<file path="src/rtl/fb_write_scheduler_if.sv">
// rtl/fb_write_scheduler_if.sv - client, clear-control and framebuffer write-port bundle for fb_write_scheduler
// Optional FB_BOUNDS_CHECK_EN adds the drop_count signal.
interface fb_write_scheduler_if #(
    parameter int COORD_W = 11
);
    logic               clear_start;
    logic               c0_req;
    logic [COORD_W-1:0] c0_x;
    logic [COORD_W-1:0] c0_y;
    logic               c0_color;
    logic               c0_grant;
    logic               c1_req;
    logic [COORD_W-1:0] c1_x;
    logic [COORD_W-1:0] c1_y;
    logic               c1_color;
    logic               c1_grant;
    logic [COORD_W-1:0] fb_x;
    logic [COORD_W-1:0] fb_y;
    logic               fb_color;
    logic               fb_write;
    logic               clearing;
    logic               clear_done;
`ifdef FB_BOUNDS_CHECK_EN
    logic [15:0]        drop_count;
`endif

    modport slave (
        input  clear_start,
        input  c0_req, c0_x, c0_y, c0_color,
        input  c1_req, c1_x, c1_y, c1_color,
        output c0_grant, c1_grant,
        output fb_x, fb_y, fb_color, fb_write,
        output clearing, clear_done
`ifdef FB_BOUNDS_CHECK_EN
        , output drop_count
`endif
    );

    modport master (
        output clear_start,
        output c0_req, c0_x, c0_y, c0_color,
        output c1_req, c1_x, c1_y, c1_color,
        input  c0_grant, c1_grant,
        input  fb_x, fb_y, fb_color, fb_write,
        input  clearing, clear_done
`ifdef FB_BOUNDS_CHECK_EN
        , input drop_count
`endif
    );
endinterface

</file>
<file path="src/rtl/fb_write_scheduler.sv">
// rtl/fb_write_scheduler.sv - framebuffer write-port scheduler: full-screen clear engine plus round-robin two-client arbiter
// Optional FB_BOUNDS_CHECK_EN: out-of-range client pixels are granted but not written, counted in drop_count.
module fb_write_scheduler #(
    parameter int WIDTH   = 640,
    parameter int HEIGHT  = 480,
    parameter int COORD_W = 11
) (
    input  logic                 clk,
    input  logic                 reset_n,
    fb_write_scheduler_if.slave  bus
);
    typedef enum logic {ST_IDLE, ST_CLEAR} state_t;

    localparam logic [COORD_W-1:0] X_MAX    = COORD_W'(WIDTH - 1);
    localparam logic [COORD_W-1:0] Y_MAX    = COORD_W'(HEIGHT - 1);
    localparam logic [COORD_W-1:0] START_NX = (WIDTH == 1) ? '0 : COORD_W'(1);
    localparam logic [COORD_W-1:0] START_NY = (WIDTH == 1) ? COORD_W'(1) : '0;
    localparam logic               START_LAST = (WIDTH == 1) && (HEIGHT == 1);

    state_t             r_state;
    logic [COORD_W-1:0] r_cx, r_cy;
    logic               r_last;
    logic               r_ptr;
    logic [COORD_W-1:0] r_fb_x, r_fb_y;
    logic               r_fb_color, r_fb_write, r_clearing, r_clear_done;

    logic               w_arb, w_g0, w_g1;
    logic [COORD_W-1:0] w_sel_x, w_sel_y, w_nx, w_ny;
    logic               w_sel_color, w_at_end;

    // Grants are combinational so a client can present its next pixel in the grant cycle.
    assign w_arb = reset_n && (r_state == ST_IDLE) && !bus.clear_start;
    assign w_g0  = w_arb && bus.c0_req && (!bus.c1_req || !r_ptr);
    assign w_g1  = w_arb && bus.c1_req && (!bus.c0_req ||  r_ptr);

    assign w_sel_x     = w_g1 ? bus.c1_x     : bus.c0_x;
    assign w_sel_y     = w_g1 ? bus.c1_y     : bus.c0_y;
    assign w_sel_color = w_g1 ? bus.c1_color : bus.c0_color;

    assign w_nx     = (r_cx == X_MAX) ? '0 : r_cx + 1'b1;
    assign w_ny     = (r_cx == X_MAX) ? r_cy + 1'b1 : r_cy;
    assign w_at_end = (r_cx == X_MAX) && (r_cy == Y_MAX);

`ifdef FB_BOUNDS_CHECK_EN
    logic [15:0] r_drop_count;
    logic        w_oob;
    assign w_oob = (w_sel_x > X_MAX) || (w_sel_y > Y_MAX);
    assign bus.drop_count = r_drop_count;
`endif

    always_ff @(posedge clk or negedge reset_n) begin
        if (!reset_n) begin
            r_state      <= ST_IDLE;
            r_cx         <= '0;
            r_cy         <= '0;
            r_last       <= 1'b0;
            r_ptr        <= 1'b0;
            r_fb_x       <= '0;
            r_fb_y       <= '0;
            r_fb_color   <= 1'b0;
            r_fb_write   <= 1'b0;
            r_clearing   <= 1'b0;
            r_clear_done <= 1'b0;
`ifdef FB_BOUNDS_CHECK_EN
            r_drop_count <= '0;
`endif
        end else begin
            r_fb_write   <= 1'b0;
            r_clear_done <= 1'b0;
            if (bus.clear_start) begin
                // Pixel (0,0) is emitted straight away so clearing and fb_write rise together.
                r_state    <= ST_CLEAR;
                r_clearing <= 1'b1;
                r_fb_x     <= '0;
                r_fb_y     <= '0;
                r_fb_color <= 1'b0;
                r_fb_write <= 1'b1;
                r_cx       <= START_NX;
                r_cy       <= START_NY;
                r_last     <= START_LAST;
            end else begin
                case (r_state)
                    ST_CLEAR: begin
                        if (r_last) begin
                            r_state      <= ST_IDLE;
                            r_clearing   <= 1'b0;
                            r_clear_done <= 1'b1;
                            r_last       <= 1'b0;
                        end else begin
                            r_fb_x     <= r_cx;
                            r_fb_y     <= r_cy;
                            r_fb_color <= 1'b0;
                            r_fb_write <= 1'b1;
                            r_cx       <= w_nx;
                            r_cy       <= w_ny;
                            r_last     <= w_at_end;
                        end
                    end
                    default: begin
                        if (w_g0 || w_g1) begin
                            r_ptr <= w_g0;
`ifdef FB_BOUNDS_CHECK_EN
                            if (w_oob) begin
                                if (r_drop_count != 16'hFFFF)
                                    r_drop_count <= r_drop_count + 16'd1;
                            end else begin
                                r_fb_x     <= w_sel_x;
                                r_fb_y     <= w_sel_y;
                                r_fb_color <= w_sel_color;
                                r_fb_write <= 1'b1;
                            end
`else
                            r_fb_x     <= w_sel_x;
                            r_fb_y     <= w_sel_y;
                            r_fb_color <= w_sel_color;
                            r_fb_write <= 1'b1;
`endif
                        end
                    end
                endcase
            end
        end
    end

    assign bus.c0_grant   = w_g0;
    assign bus.c1_grant   = w_g1;
    assign bus.fb_x       = r_fb_x;
    assign bus.fb_y       = r_fb_y;
    assign bus.fb_color   = r_fb_color;
    assign bus.fb_write   = r_fb_write;
    assign bus.clearing   = r_clearing;
    assign bus.clear_done = r_clear_done;
endmodule

</file>
<file path="src/flat_wrapper.sv">
// flat-port wrapper written by rule: the top's interface ports become plain ports
module fb_write_scheduler_flat 
#(
    parameter int WIDTH   = 640,
    parameter int HEIGHT  = 480,
    parameter int COORD_W = 11
)
  (clk, reset_n, bus_clear_start, bus_c0_req, bus_c0_x, bus_c0_y, bus_c0_color, bus_c1_req, bus_c1_x, bus_c1_y, bus_c1_color, bus_c0_grant, bus_c1_grant, bus_fb_x, bus_fb_y, bus_fb_color, bus_fb_write, bus_clearing, bus_clear_done);
  fb_write_scheduler_if #(.COORD_W(COORD_W)) bus_i ();
  input  logic clk;
  input  logic reset_n;
  input wire logic [$bits(bus_i.clear_start)-1:0] bus_clear_start;
  input wire logic [$bits(bus_i.c0_req)-1:0] bus_c0_req;
  input wire logic [$bits(bus_i.c0_x)-1:0] bus_c0_x;
  input wire logic [$bits(bus_i.c0_y)-1:0] bus_c0_y;
  input wire logic [$bits(bus_i.c0_color)-1:0] bus_c0_color;
  input wire logic [$bits(bus_i.c1_req)-1:0] bus_c1_req;
  input wire logic [$bits(bus_i.c1_x)-1:0] bus_c1_x;
  input wire logic [$bits(bus_i.c1_y)-1:0] bus_c1_y;
  input wire logic [$bits(bus_i.c1_color)-1:0] bus_c1_color;
  output wire logic [$bits(bus_i.c0_grant)-1:0] bus_c0_grant;
  output wire logic [$bits(bus_i.c1_grant)-1:0] bus_c1_grant;
  output wire logic [$bits(bus_i.fb_x)-1:0] bus_fb_x;
  output wire logic [$bits(bus_i.fb_y)-1:0] bus_fb_y;
  output wire logic [$bits(bus_i.fb_color)-1:0] bus_fb_color;
  output wire logic [$bits(bus_i.fb_write)-1:0] bus_fb_write;
  output wire logic [$bits(bus_i.clearing)-1:0] bus_clearing;
  output wire logic [$bits(bus_i.clear_done)-1:0] bus_clear_done;
  assign bus_i.clear_start = bus_clear_start;
  assign bus_i.c0_req = bus_c0_req;
  assign bus_i.c0_x = bus_c0_x;
  assign bus_i.c0_y = bus_c0_y;
  assign bus_i.c0_color = bus_c0_color;
  assign bus_i.c1_req = bus_c1_req;
  assign bus_i.c1_x = bus_c1_x;
  assign bus_i.c1_y = bus_c1_y;
  assign bus_i.c1_color = bus_c1_color;
  assign bus_c0_grant = bus_i.c0_grant;
  assign bus_c1_grant = bus_i.c1_grant;
  assign bus_fb_x = bus_i.fb_x;
  assign bus_fb_y = bus_i.fb_y;
  assign bus_fb_color = bus_i.fb_color;
  assign bus_fb_write = bus_i.fb_write;
  assign bus_clearing = bus_i.clearing;
  assign bus_clear_done = bus_i.clear_done;
  fb_write_scheduler #(.WIDTH(WIDTH), .HEIGHT(HEIGHT), .COORD_W(COORD_W)) u_core (.clk(clk), .reset_n(reset_n), .bus(bus_i));
endmodule
</file>
<file path="config.mk">
export PLATFORM = sky130hd
export DESIGN_NAME = fb_write_scheduler_flat
export DESIGN_NICKNAME = d
export VERILOG_FILES = /design/src/rtl/fb_write_scheduler_if.sv /design/src/rtl/fb_write_scheduler.sv /design/src/flat_wrapper.sv
export SDC_FILE = /design/constraint.sdc
export NUM_CORES = 1
export LEC_CHECK = 0
export ABC_AREA = 1
export CORE_MARGIN = 4
export CORE_UTILIZATION = 35
export DETAILED_ROUTE_END_ITERATION = 10
export GPL_ROUTABILITY_DRIVEN = 0
export PLACE_DENSITY = 0.64
export SYNTH_ARGS = -nofsm -noshare
export SYNTH_HDL_FRONTEND = slang
export SYNTH_SLANG_ARGS = --single-unit
</file>
<file path="constraint.sdc">
create_clock -name clk -period 3 [get_ports clk]
set_input_delay 0.6 -clock clk [delete_from_list [all_inputs] [get_ports clk]]
set_output_delay 0.6 -clock clk [all_outputs]
set_load 0.01 [all_outputs]
</file>
==> flow_summary.json <==
{
  "p_leak_nw": 2.14,
  "stdcell_count": 645,
  "cts_sinks": 51,
  "status": "completed",
  "yosysWarnings": 0,
  "grt_pass1_vias": 2833,
  "critPathRequiredTime_ns": 2.40,
  "layout_common_cells": "nand2_1, clkdlybuf4s50_1, dfrtp_1, inv_1, nand3_1",
  "h-tree-depth": 2,
  "syn_area_um2": 3140,
  "vias": 3085,
  "rows": 34,
  "track_usage_pct": 16.7,
  "r2r_setup_slack_ns": 1.07,
  "hpwl_um": 6700,
  "final.setup.tns_ns": 0,
  "nNetsFinal": 590,
  "drive_gt1_share_pct": 5.77,
  "rr_worst_depth": 9,
  "drcViolationCount": 0,
  "final_util_pct": 47.1,
  "cp.arrival_ns": 2.10,
  "drtIter0Drc": 141,
  "min_path_type": "input port to async pin",
  "drt-total-wl_um": 8730,
  "fin_crit_sh_pct": 89.8,
  "synth.net_count": 514,
  "ctsResizeCount": 0,
  "endpoint_kind": "output pin",
  "cts_tree": "yes",
  "die_w_um": 103,
  "insertedDiodeCount": 0,
  "r2r_end": "u_core.bus.fb_x[10]$_DFFE_PN0P_",
  "grt-ovfl-total": 0,
  "holdWs_ns": 0.353,
  "initial_utilization_pct": 36.0,
  "pin_count": 79,
  "layout_commonest_cell": "nand2_1",
  "cts.clk_slew.worst_paths_ns": 0.09,
  "synthesis.instances": 461,
  "setup_viol": 0,
  "cts_root_buf": "clkbuf_8",
  "grt_max_degree": 32,
  "placeableCoreArea_um2": 8720,
  "synth-seq-cells": 51,
  "cts_buffers": 5,
  "powerDensity_nw_per_um2": 307,
  "max_slew_margin_pct": 72.8,
  "antenna_found_initial": 0,
  "postCtsSetupBuffers": 0,
  "r2r_start": "u_core.r_state$_DFF_PN0_",
  "syn_area_per_cell_um2": 6.81,
  "ir_worst_vdd_mv": 0.175,
  "criticalPathCategory": "input port to output pin",
  "skew_ns": 0.00532,
  "die_h_um": 103,
  "critPathLaunchType": "input port",
  "synthToLayoutAreaGrowth_pct": 30.8,
  "die_area_um2": 10500,
  "insertion_delay_ns": 0.30,
  "min_period_ns": 2.70,
  "holdBufCountCts": 0,
  "first_pass_iters": 4,
  "grt_setup_unrepaired": "false",
  "synth_cell_type_count": 27,
  "grt_pass1_wl_um": 14000,
  "portBuffers": 78,
  "critPathLaunch": "bus_clear_start",
  "finalHoldViolCount": 0,
  "clock_path_buffers": 2,
  "ys_seq_area_share_pct": 40.7,
  "cap_violations": 0,
  "slew_viol_final": 0,
  "tightest_slew_ns": 0.409,
  "dp_cells": 638,
  "avgViaCountPerCell": 4.78,
  "avgRoutedWirePerCell_um": 13.5,
  "crit_fanout": 3,
  "fillers": 885,
  "max_freq_mhz": 371,
  "detail-route-antenna-nets": 0
}
-- report_power, final --
part           switching (mW)  internal, mW  total [mW]  leakage (nW)
combinational          0.0693        0.0861       0.155          1.40
clock                   0.219         0.182       0.401        0.0470
sequential            0.00868         0.695       0.703         0.689
-- area by class of cell --
class | count | area [um^2] | share of cell area [%]
Sequential cell | 51 | 1280 | 31.1
Tap cell | 108 | 135 | 3.29
Clock inverter | 1 | 5.00 | 0.122
Inverter | 52 | 199 | 4.85
Multi-Input combinational cell | 337 | 1540 | 37.5
Timing Repair Buffer | 90 | 866 | 21.1
Clock buffer | 6 | 82.6 | 2.01
-- logic make-up (layout without fill, tap and decap cells) --
kind of cell | after synthesis | after routing | share of synthesized area, %
DFF | 51 | 51 | 40.7
xor gates and xnor gates | 3 | 3 | 0.837
and+or+nand+nor | 309 | 309 | 43.7
adders and majority gates | 2 | 2 | 0.797
AOI/OAI and AO/OA | 23 | 23 | 3.75
buffers and inverters | 73 | 149 | 10.2
-- per-layer routing --
layer	GRT usage (%)	vias to the layer above	part of all wire (%)
li1	-	1588	-
met3	2.84	9	5.3
met4	3.73	0	1.1
met1	22.8	1428	46
met2	27.8	60	48
met5	0	-	0
-- registers in the layout, summed over array words and instances (netlist names) --
signal,flops
u_core.bus.fb_color,1
u_core.r_state,1
u_core.bus.fb_write,1
u_core.bus.clear_done,1
u_core.r_cy,11
u_core.bus.fb_y,11
u_core.bus.fb_x,11
u_core.r_ptr,1
u_core.bus.clearing,1
u_core.r_last,1
u_core.r_cx,11
-- synthesized netlist by cell type, drive strengths merged --
cell type / instances / share of area [%]
nand2: 202 / 25
o21a: 1 / 0.24
ha: 2 / 0.80
nand3b: 22 / 5.3
nor3: 3 / 0.48
nor4: 2 / 0.40
a21oi: 6 / 0.96
and3: 1 / 0.20
xor2: 3 / 0.84
buf: 14 / 3.0
clkinv: 1 / 0.16
nor2: 23 / 3.0
clkbuf: 7 / 0.84
o21ai: 16 / 2.6
dfrtp: 51 / 41
nand3: 48 / 8.1
nand4: 8 / 1.8
inv: 51 / 6.2
-- through the flow --
step                worst slack (ns)  cell area, um^2  power, mW
global placement               0.347             4020      0.872
floorplan                       1.24             3140      0.774
detailed placement             0.324             4020      0.874
global route                   0.228             4110       1.31
finish                         0.305             4110       1.26
CTS                            0.305             4110       1.27
-- critical path: stages --
cell	delay, ns
clkdlybuf4s50_1	0.54
nor2_1	0.22
nand4_2	0.13
inv_1	0.08
clkdlybuf4s50_1	0.53
-- how the worst max path moves through the flow --
stage	to	slack, ns
floorplan	bus_c0_grant	1.24
global placement	bus_c0_grant	0.35
detailed placement	bus_c0_grant	0.32
CTS	bus_c0_grant	0.30
global route	bus_c0_grant	0.23
finish	bus_c0_grant	0.30
Note: power is estimated with default switching activity, not from simulation.
==> RTL change 1: new RTL, same settings <==
`COORD_W` is set to 11 in 3 places; all go to 22.
--- a/src/rtl/fb_write_scheduler_if.sv
+++ b/src/rtl/fb_write_scheduler_if.sv
@@ -2,5 +2,5 @@
 // Optional FB_BOUNDS_CHECK_EN adds the drop_count signal.
 interface fb_write_scheduler_if #(
-    parameter int COORD_W = 11
+    parameter int COORD_W = 22
 );
     logic               clear_start;
--- a/src/rtl/fb_write_scheduler.sv
+++ b/src/rtl/fb_write_scheduler.sv
@@ -4,5 +4,5 @@
     parameter int WIDTH   = 640,
     parameter int HEIGHT  = 480,
-    parameter int COORD_W = 11
+    parameter int COORD_W = 22
 ) (
     input  logic                 clk,
--- a/src/flat_wrapper.sv
+++ b/src/flat_wrapper.sv
@@ -4,5 +4,5 @@
     parameter int WIDTH   = 640,
     parameter int HEIGHT  = 480,
-    parameter int COORD_W = 11
+    parameter int COORD_W = 22
 )
   (clk, reset_n, bus_clear_start, bus_c0_req, bus_c0_x, bus_c0_y, bus_c0_color, bus_c1_req, bus_c1_x, bus_c1_y, bus_c1_color, bus_c0_grant, bus_c1_grant, bus_fb_x, bus_fb_y, bus_fb_color, bus_fb_write, bus_clearing, bus_clear_done);
Interface: changed (6 resized); port bits go from 79 to 145. No check against the original RTL was run, so the function may have changed too.
==> RTL change 1 against the original RTL <==
- sequential share of layout area fell by 0.12 points
- critical endpoint unchanged
- sequential cell count rose by 44
- via count rose by 90%
- power rose by 120%
- critical path type unchanged
- cell area rose by 87%
- worst setup slack improved by 0.17 ns
- clock power rose to 3.0 times the old value
- largest power group unchanged
- largest cell class unchanged
- highest routed layer unchanged
- wire length rose by 100%
- synthesized area rose by 85%
- count of clock-buffer cells in the layout rose by 7
- cell count rose by 88%
==> RTL change 1: results (changes against the original RTL) <==
{
  "seq_area_frac_synth": {"value": 41.0, "unit": "%", "change": "was 40.7%"},
  "vias": {"value": 5860, "change": "was 3,085"},
  "vias_per_cell": {"value": 4.83, "change": "was 4.78"},
  "design.final.nets": {"value": 1088, "change": "was 590"},
  "dr.first_iter.drc_count": {"value": 419, "change": "was 141"},
  "grt_use_total": {"value": 19.7, "unit": "%", "change": "was 16.7%"},
  "io_buffer_count": {"value": 144, "change": "was 78"},
  "reg2reg_setup_slack": {"value": 0.90, "unit": "ns", "change": "was 1.07 ns"},
  "worst_ir_drop_vdd": {"value": 0.000286, "unit": "V", "change": "was 0.000175 V"},
  "fin_worst_skew": {"value": 0.00669, "unit": "ns", "change": "was 0.00532 ns"},
  "leakagePower": {"value": 3.67, "unit": "nW", "change": "was 2.14 nW"},
  "net_count_synth": {"value": 954, "change": "was 514"},
  "outcome": {"value": "completed", "change": "unchanged"},
  "ys_top_cells_by_area": {"value": "sky130_fd_sc_hd__dfrtp_1, sky130_fd_sc_hd__nand2_1, sky130_fd_sc_hd__nand3_1", "change": "unchanged"},
  "detailedPlace.worstSlack": {"value": 0.443, "unit": "ns", "change": "was 0.324 ns"},
  "worst_pin_slew": {"value": 0.760, "unit": "ns", "change": "was 0.409 ns"},
  "synth_top_cells_by_count": {"value": "sky130_fd_sc_hd__nand2_1, sky130_fd_sc_hd__nand3_1, sky130_fd_sc_hd__dfrtp_1, sky130_fd_sc_hd__nor2_1, sky130_fd_sc_hd__inv_1", "change": "was sky130_fd_sc_hd__nand2_1, sky130_fd_sc_hd__dfrtp_1, sky130_fd_sc_hd__inv_1, sky130_fd_sc_hd__nand3_1"},
  "htreeDepth": {"value": 3, "change": "was 2"},
  "post_synth.cell_area_avg": {"value": 6.76, "unit": "um^2", "change": "was 6.81 um^2"},
  "dp.cells": {"value": 1196, "change": "was 638"},
  "routed_wire_length_per_instance": {"value": 14.7, "unit": "um", "change": "was 13.5 um"},
  "dp_hpwl": {"value": 12.8, "unit": "mm", "change": "was 6.70 mm"},
  "synth_cell_type_count": {"value": 32, "change": "was 27"},
  "grt_start_max_net_pins": {"value": 63, "change": "was 32"},
  "xor_and_xnor_fraction_of_the_mapped_netlist_area": {"value": 1.81, "unit": "%", "change": "was 0.837%"}
}
-- RTL change 1: changes by cell type after synthesis, sizes merged, moves of 3 or more --
cell	before	now
nand3b	22	3
nand2	202	362
nor2	23	92
nand3	48	122
xor2	3	11
dfrtp	51	95
inv	51	57
nor3	3	11
clkbuf	7	10
o21ai	16	30
buf	14	27
a31oi	0	10
or2	0	5
-- RTL change 1: per-stage QoR --
step / hold slack, ns / instance area, um^2
CTS: 0.395 / 7680
finish: 0.378 / 7680
floorplan: 0.304 / 5800
global route: 0.418 / 7680
detailed placement: 0.462 / 7370
global placement: 0.461 / 7370
-- RTL change 1: metal layers --
metal | global-route usage (%) | share of wire [%] | vias up
met2 | 29.0 | 40 | 206
met3 | 4.74 | 8.6 | 17
met1 | 29.1 | 50 | 2637
li1 | - | - | 3000
met5 | 0 | 0 | -
met4 | 4.93 | 1.3 | 0
-- RTL change 1: critical path: stages --
cell and delay (ns):
sky130_fd_sc_hd__clkdlybuf4s50_1 0.48, sky130_fd_sc_hd__nor2_4 0.15, sky130_fd_sc_hd__nand3_2 0.11, sky130_fd_sc_hd__inv_1 0.07
sky130_fd_sc_hd__clkdlybuf4s50_1 0.52
-- RTL change 1: final cells by class --
type	count	area (um^2)	share of cell area [%]
multi-input cells	667	2940	38.2
flip-flops and latches	95	2380	31.0
repair buffers	160	1560	20.3
clock buffers	13	270	3.52
well taps	216	270	3.52
inverters	58	224	2.92
clock inverters	3	40.0	0.522
-- RTL change 1: kinds of logic (layout without fill, tap and decap cells) --
group,after synthesis,after routing
simple gates,608,608
buf+inv,95,234
fa+ha+maj,2,2
compound gates,45,45
xor+xnor,12,12
flops,95,95
-- RTL change 1: power by group --
group | internal, mW | switching (mW)
combinational | 0.136 | 0.0998
clock | 0.713 | 0.487
sequential | 1.29 | 0.00727
total | 2.14 | 0.594
==> RTL change 2: new RTL, same settings <==
Without the edit above. Reset style: synchronous (`reset_n`), changed in one clocked block.
--- a/src/rtl/fb_write_scheduler.sv
+++ b/src/rtl/fb_write_scheduler.sv
@@ -49,5 +49,5 @@
 `endif
 
-    always_ff @(posedge clk or negedge reset_n) begin
+    always_ff @(posedge clk) begin
         if (!reset_n) begin
             r_state      <= ST_IDLE;
Function: differs if reset_n is asserted again (counterexample within 4 cycles, from zero or initial values and one cycle with reset_n low); with reset_n held inactive, the same outputs for 10 cycles.
==> RTL change 2 against the original RTL <==
- worst setup slack improved by 0.023 ns
- synthesized cell count increased by 7.2%
- power increased by 14%
- utilization decreased by 0.55 points
- sequential cell count unchanged
- synthesized area decreased by 0.88%
- cell area decreased by 1.6%
- wire length decreased by 2.4%
- global-route usage decreased by 0.53 points
- sequential power increased by 1%
- hold slack improved by 0.15 ns
- count of clock-buffer cells in the layout decreased by 1
- largest cell class unchanged
==> RTL change 2: results (changes against the original RTL) <==
{
  "outcome": {"value": "completed", "change": "unchanged"},
  "seq_area_frac_synth": {"value": 32.8, "unit": "%", "change": "was 40.7%"},
  "grt_start_max_net_pins": {"value": 48, "change": "was 32"},
  "drt-pass1-iter-count": {"value": 5, "change": "was 4"},
  "ys_async_sr_fraction": {"value": 0, "unit": "%", "change": "was 100%"},
  "grt_first_pass_wirelength": {"value": 13.8, "unit": "mm", "change": "was 14.0 mm"},
  "holdCritPathClass": {"value": "flip-flop to flip-flop", "change": "was input port to asynchronous set/reset pin"},
  "critical_path.reg2reg.endpoint": {"value": "u_core.bus.fb_color$_SDFFE_PP0P_", "change": "was u_core.bus.fb_x[10]$_DFFE_PN0P_"},
  "design.final.nets": {"value": 615, "change": "was 590"},
  "detailedPlace.worstSlack": {"value": 0.213, "unit": "ns", "change": "was 0.324 ns"},
  "leakagePower": {"value": 1.82, "unit": "nW", "change": "was 2.14 nW"},
  "reg2reg_setup_slack": {"value": 0.95, "unit": "ns", "change": "was 1.07 ns"},
  "r2r_start": {"value": "u_core.r_last$_SDFFE_PP0P_", "change": "was u_core.r_state$_DFF_PN0_"},
  "place_area": {"value": 3950, "unit": "um^2", "change": "was 4020 um^2"},
  "dp_hpwl": {"value": 6.23, "unit": "mm", "change": "was 6.70 mm"},
  "route.final.wire_length": {"value": 8.52, "unit": "mm", "change": "was 8.73 mm"},
  "final_cells": {"value": 671, "change": "was 645"},
  "synth_cell_type_count": {"value": 30, "change": "was 27"},
  "critical_path_peak_fanout": {"value": 4, "change": "was 3"},
  "dp.cells": {"value": 663, "change": "was 638"},
  "fin_worst_skew": {"value": 0.00562, "unit": "ns", "change": "was 0.00532 ns"},
  "dr.first_iter.drc_count": {"value": 131, "change": "was 141"},
  "synth_top_cells_by_count": {"value": "sky130_fd_sc_hd__nand2_1, sky130_fd_sc_hd__inv_1, sky130_fd_sc_hd__dfxtp_1, sky130_fd_sc_hd__nand3_1, sky130_fd_sc_hd__nor2_1", "change": "was sky130_fd_sc_hd__nand2_1, sky130_fd_sc_hd__dfrtp_1, sky130_fd_sc_hd__inv_1, sky130_fd_sc_hd__nand3_1"},
  "power.density": {"value": 356, "unit": "nW/um^2", "change": "was 307 nW/um^2"},
  "worst-endpoint-arrival": {"value": 2.07, "unit": "ns", "change": "was 2.10 ns"}
}
RTL change 2: where the power goes:
| group | internal (mW) | switching, mW |
|---|---|---|
| clock network | 0.167 | 0.248 |
| logic | 0.155 | 0.155 |
| registers | 0.699 | 0.0138 |
| total | 1.02 | 0.417 |
RTL change 2: worst max-delay path by stage:
stage,to,slack (ns),depth (start not counted)
2_1_floorplan,bus_c1_grant,1.08,7
3_3_place_gp,u_core.bus.fb_x[8]$_SDFFE_PP0P_,0.24,9
3_5_place_dp,u_core.bus.fb_color$_SDFFE_PP0P_,0.21,10
4_1_cts,bus_c0_grant,0.30,6
5_1_grt,bus_c0_grant,0.20,7
6_report,bus_c0_grant,0.33,6
RTL change 2: worst min-delay path, cell delays in order (launching register included):
cell,delay [ns]
sky130_fd_sc_hd__dfxtp_1,0.33
sky130_fd_sc_hd__nand2_1,0.06
sky130_fd_sc_hd__a21oi_1,0.06
RTL change 2: cell families (layout without fill, tap and decap cells):
| family | Yosys count | count (layout) | share of synthesized area [%] |
|---|---|---|---|
| XOR/XNOR | 5 | 5 | 1.41 |
| buffers and inverters | 124 | 193 | 16.7 |
| flip-flops | 51 | 51 | 32.8 |
| adder cells (fa/ha/maj) | 2 | 2 | 0.804 |
| AO/OA/AOI/OAI | 44 | 44 | 7.28 |
| AND/OR/NAND/NOR | 268 | 268 | 41.0 |
RTL change 2: final cells by class:
type                            instances  share of cell area, %
Timing Repair Buffer                   87                   21.0
Tap cell                              108                   3.35
Inverter                               98                   9.17
Clock buffer                            5                   1.70
Clock inverter                          3                  0.589
Multi-Input combinational cell        319                   38.9
Sequential cell                        51                   25.3
RTL change 2: routing by layer:
layer  track usage [%]  wire length, um
met1              23.1             4150
met2              24.9             3640
met3              2.80              615
met4              4.74              118
met5                 0                0
